--- config.mk ---
export PLATFORM = sky130hd
export DESIGN_NAME = pipe_adder_n
export DESIGN_NICKNAME = d
export VERILOG_FILES = /design/src/rtl/pipe_adder_pkg.sv /design/src/rtl/pipe_adder_stage.sv /design/src/rtl/pipe_adder_n.sv
export SDC_FILE = /design/constraint.sdc
export NUM_CORES = 1
export LEC_CHECK = 0
export ABC_AREA = 1
export CAP_MARGIN = 40
export CORE_ASPECT_RATIO = 1.75
export CORE_UTILIZATION = 53
export CTS_CLUSTER_SIZE = 14
export DETAILED_ROUTE_END_ITERATION = 10
export PLACE_DENSITY = 0.78
export SLEW_MARGIN = 20
export SYNTH_ARGS = -nofsm -noshare
export SYNTH_HDL_FRONTEND = slang
export SYNTH_SLANG_ARGS = --single-unit
--- constraint.sdc ---
create_clock -name clk -period 2.4 [get_ports clk]
set_clock_uncertainty 0.1 [all_clocks]
set_input_delay 0.48 -clock clk [delete_from_list [all_inputs] [get_ports clk]]
set_output_delay 0.48 -clock clk [all_outputs]
set_load 0.05 [all_outputs]
--- src/rtl/pipe_adder_pkg.sv ---
// pipe_adder_pkg: shared defaults, slice-width helper and stage payload type for pipe_adder_n
package pipe_adder_pkg;
  localparam int DEF_WIDTH = 16;
  localparam int DEF_STAGES = 4;
  function automatic int chunk_of(input int width, input int stages);
    return width / stages;
  endfunction
  typedef struct packed {
    logic valid;
    logic carry;
    logic [DEF_WIDTH-1:0] x;
    logic [DEF_WIDTH-1:0] y;
    logic [DEF_WIDTH-1:0] sum;
    logic sub;
  } payload_t;
endpackage

--- src/rtl/pipe_adder_stage.sv ---
// pipe_adder_stage: one registered CHUNK-wide slice adder (slice K); ports clk, rst, hold, prev_* payload in, valid/carry/x/y/sum payload out
module pipe_adder_stage #(
  parameter int W = 16,
  parameter int C = 4,
  parameter int K = 0
) (
  input  logic         clk,
  input  logic         rst,
  input  logic         hold,
  input  logic         prev_valid,
  input  logic         prev_carry,
  input  logic [W-1:0] prev_x,
  input  logic [W-1:0] prev_y,
  input  logic [W-1:0] prev_sum,
  output logic         valid,
  output logic         carry,
  output logic [W-1:0] x,
  output logic [W-1:0] y,
  output logic [W-1:0] sum
);
  logic [C:0] r;
  assign r = {1'b0, prev_x[K*C +: C]} + {1'b0, prev_y[K*C +: C]} + {{C{1'b0}}, prev_carry};
  always_ff @(posedge clk)
    if (rst) begin
      valid <= 1'b0;
      carry <= 1'b0;
      x <= '0;
      y <= '0;
      sum <= '0;
    end else if (!hold) begin
      valid <= prev_valid;
      if (prev_valid) begin
        carry <= r[C];
        x <= prev_x;
        y <= prev_y;
        sum <= prev_sum | (W'(r[C-1:0]) << (K * C));
      end
    end
endmodule

--- src/rtl/pipe_adder_n.sv ---
// pipe_adder_n: pipelined slice-carry adder with valid/ready (clk, rst, in_valid/in_ready, x, y, cin, [sub with PIPE_ADDER_SUB_EN], out_valid/out_ready, sum, cout, ovf)
module pipe_adder_n import pipe_adder_pkg::*; #(
  parameter int WIDTH = DEF_WIDTH,
  parameter int STAGES = DEF_STAGES
) (
  input  logic             clk,
  input  logic             rst,
  input  logic             in_valid,
  output logic             in_ready,
  input  logic [WIDTH-1:0] x,
  input  logic [WIDTH-1:0] y,
  input  logic             cin,
`ifdef PIPE_ADDER_SUB_EN
  input  logic             sub,
`endif
  output logic             out_valid,
  input  logic             out_ready,
  output logic [WIDTH-1:0] sum,
  output logic             cout,
  output logic             ovf
);
  localparam int CHUNK = chunk_of(WIDTH, STAGES);
  logic hold;
  logic v [STAGES+1];
  logic c [STAGES+1];
  logic [WIDTH-1:0] xs [STAGES+1];
  logic [WIDTH-1:0] ys [STAGES+1];
  logic [WIDTH-1:0] ss [STAGES+1];
  assign hold = out_valid && !out_ready;
  assign in_ready = !hold;
  assign v[0] = in_valid;
  assign xs[0] = x;
  assign ss[0] = '0;
`ifdef PIPE_ADDER_SUB_EN
  assign ys[0] = sub ? ~y : y;
  assign c[0] = sub | cin;
`else
  assign ys[0] = y;
  assign c[0] = cin;
`endif
  for (genvar k = 0; k < STAGES; k++) begin : g_stage
    pipe_adder_stage #(.W(WIDTH), .C(CHUNK), .K(k)) u_stage (
      .clk(clk),
      .rst(rst),
      .hold(hold),
      .prev_valid(v[k]),
      .prev_carry(c[k]),
      .prev_x(xs[k]),
      .prev_y(ys[k]),
      .prev_sum(ss[k]),
      .valid(v[k+1]),
      .carry(c[k+1]),
      .x(xs[k+1]),
      .y(ys[k+1]),
      .sum(ss[k+1])
    );
  end
  assign out_valid = v[STAGES];
  assign sum = ss[STAGES];
  assign cout = c[STAGES];
  assign ovf = (xs[STAGES][WIDTH-1] == ys[STAGES][WIDTH-1]) && (ss[STAGES][WIDTH-1] != xs[STAGES][WIDTH-1]);
endmodule

==> impl_metrics.ini <==
[sta]
report.final.slew_viol_count = 0
setup_viol = 0
setup_tns_ns = 0
tightest_slew_ns = 0.521
final-hold-violation-count = 0
rsz0062_at_grt = false
clock.fmax_mhz = 469
finalCriticalPeriod_ns = 2.13
relSlewSlack = 0.652
fin_crit_sh = 0.889

[drt]
drt_pass1_iterations = 4
vias_per_cell = 5.04
totalWireLength_mm = 7.49
vias = 3299
drc = 0
wl_per_cell_um = 11.4
first_iter_violations = 148
postRouteAntennaNets = 0

[setup_path]
critPathBufInv = 1
worstPathMaxFanout = 3
cp_top_family = buffers and inverters
crit_required_ns = 1.82
crit_chain = clkdlybuf4s50_1
worst_ep_arrival_time_ns = 1.55
slowest_stage = clkdlybuf4s50_1
end_kind = primary output
path_class = reg2out
max_stage_delay_ns = 0.82
cp-start-kind = register

[place]
dpl-instance-area_um2 = 4630
hpwl_mm = 5.48
gp_congestion = 0.790
io_buffer_count = 56

[grt]
grt_pass1_vias = 3173
grt_max_degree = 55
grt_pass1_wl_mm = 12.8
antenna_found_initial = 0
groute.usage.overall = 0.209
overflow = 0

[cells_and_area]
mostFrequentLayoutCells = nor2_1 (146), dfxtp_1 (98), o21ai_0 (61)
layout_commonest_cell = nor2_1
fin_nets = 619
drive_above_1_share = 0.0688
area_growth_pct = 20.7
stdcell_area_um2 = 4930
antennaDiodeCount = 0

[run]
drv_cap = 0

[run_status]
status = finished, final reports clean

[die]
rows = 42
die_area_um2 = 8070
core_region_area_um2 = 7510
die_w_um = 68.3
start_util = 0.543
die_h_um = 118
io_pins = 57

[power_and_ir_drop]
finalPower_mw = 3.64
ir_drop_uv = 540
power-per-cell-area_nw_per_um2 = 740
p_leak_nw = 2.09

[synthesis]
synth_warnings = 0
synth_mux_area_frac = 0
ys_seq_elements = 98
synth-simple-area-share = 0.196
synth_xor_area_frac = 0.00215
synth.area.top_cells = dfxtp_1 (48%), nor2_1 (13%), o21ai_0 (7.5%)
synth_fa_ha_area_frac = 0.0760
syn_avg_cell_area_um2 = 7.93
syn_nets = 572
yosysTopAreaCellShare = 0.481
yosysUniqueCellTypes = 21
synth_top_family_by_area = simple AND/OR/NAND/NOR gates
yosys.area.top_type = dfxtp_1
ys_seq_area_frac = 0.481
synth_compound_area_frac = 0.156
syn_area_um2 = 4080
syn_inst = 515

[clocking]
ctsHtreeMaxLevel = 3
path_clk_slew_ns = 0.06
cts_tree = built
cts_resized = 0
cts_hold_buf = 0
cts_sinks = 98
cts_buffer_depth = 2
cts_buffers = 9
worstSkewPairLatency_ns = 0.34
cts-root-buf = clkbuf_16
post-cts-setup-buffers = 0

[min_path]
hold_path_class = reg2reg
-- kinds of logic (layout without fill, tap and decap cells) --
group,count (synthesis),after routing
AO/OA/AOI/OAI,125,125
XOR/XNOR,1,1
adder cells (fa/ha/maj),20,20
buffers and inverters,73,125
flip-flops,98,98
AND/OR/NAND/NOR,198,198
-- layout make-up --
cell class / count / area (um^2)
Multi-Input combinational cell: 344 / 1760
Timing Repair Buffer: 64 / 628
Tap cell: 88 / 110
Sequential cell: 98 / 1960
Clock buffer: 11 / 243
Inverter: 45 / 174
Fill cell: 653 / 2590
Clock inverter: 5 / 53.8
-- synthesized netlist by cell type --
| cell type | n |
|---|---|
| nand2_4 | 5 |
| o21ai_0 | 61 |
| nor3_1 | 4 |
| inv_1 | 39 |
| nand2_1 | 31 |
| nor2_1 | 146 |
| nand3_1 | 12 |
| fa_1 | 8 |
| a21oi_1 | 35 |
| o21ai_1 | 26 |
| buf_2 | 8 |
| o21ai_2 | 3 |
| clkbuf_1 | 8 |
| buf_6 | 6 |
| buf_4 | 5 |
| dfxtp_1 | 98 |
| buf_8 | 1 |
| inv_4 | 2 |
| inv_2 | 4 |
| xnor2_1 | 1 |
| ha_1 | 12 |
-- where the power goes --
part	internal, mW	total [mW]	switching (mW)
registers	1.73	1.78	0.0507
clock network	0.832	1.41	0.579
logic	0.195	0.457	0.263
total	2.75	3.64	0.892
-- worst reg2reg max path, stage by stage, from the launching register on --
cell and delay, ns:
dfxtp_1 0.32, inv_1 0.07, fa_1 0.46, fa_1 0.41, inv_1 0.08, nand2_1 0.06, a21oi_1 0.16, nor3_1 0.06
nor2_1 0.09
-- through the flow --
stage / hold WS, ns / setup slack [ns] / utilization / cells
3_5_place_dp: 0.356 / 0.210 / 0.616 / 639
4_1_cts: 0.363 / 0.256 / 0.656 / 655
5_1_grt: 0.380 / 0.214 / 0.656 / 655
6_report: 0.365 / 0.266 / 0.656 / 655
3_3_place_gp: 0.342 / 0.234 / 0.616 / 639
2_1_floorplan: 0.330 / 0.178 / - / 515
-- layer usage --
metal	vias up	routed length (um)	GRT usage
li1	1737	-	-
met2	60	4030	0.373
met5	-	0	0
met3	13	250	0.0543
met1	1489	3000	0.205
met4	0	204	0.113
-- sequential cells by signal, indices dropped and copies added, names as in the netlist --
| register | count |
|---|---|
| g_stage.u_stage.x | 25 |
| g_stage.u_stage.sum | 40 |
| g_stage.u_stage.carry | 4 |
| g_stage.u_stage.y | 25 |
| g_stage.u_stage.valid | 4 |
-- worst paths after layout --
path / from / to / slack (ns) / cells after the start
min: g_stage[2].u_stage.sum[11]$_SDFFE_PP0P_ / g_stage[3].u_stage.sum[11]$_SDFFE_PP0P_ / 0.37 / 2
max reg2reg: g_stage[2].u_stage.y[12]$_SDFFE_PP0P_ / g_stage[3].u_stage.carry$_SDFFE_PP0P_ / 0.54 / 8
max: g_stage[3].u_stage.valid$_SDFFE_PP0N_ / out_valid / 0.27 / 1
min reg2reg: g_stage[2].u_stage.sum[11]$_SDFFE_PP0P_ / g_stage[3].u_stage.sum[11]$_SDFFE_PP0P_ / 0.37 / 2
Note: power is estimated with default switching activity, not from simulation.
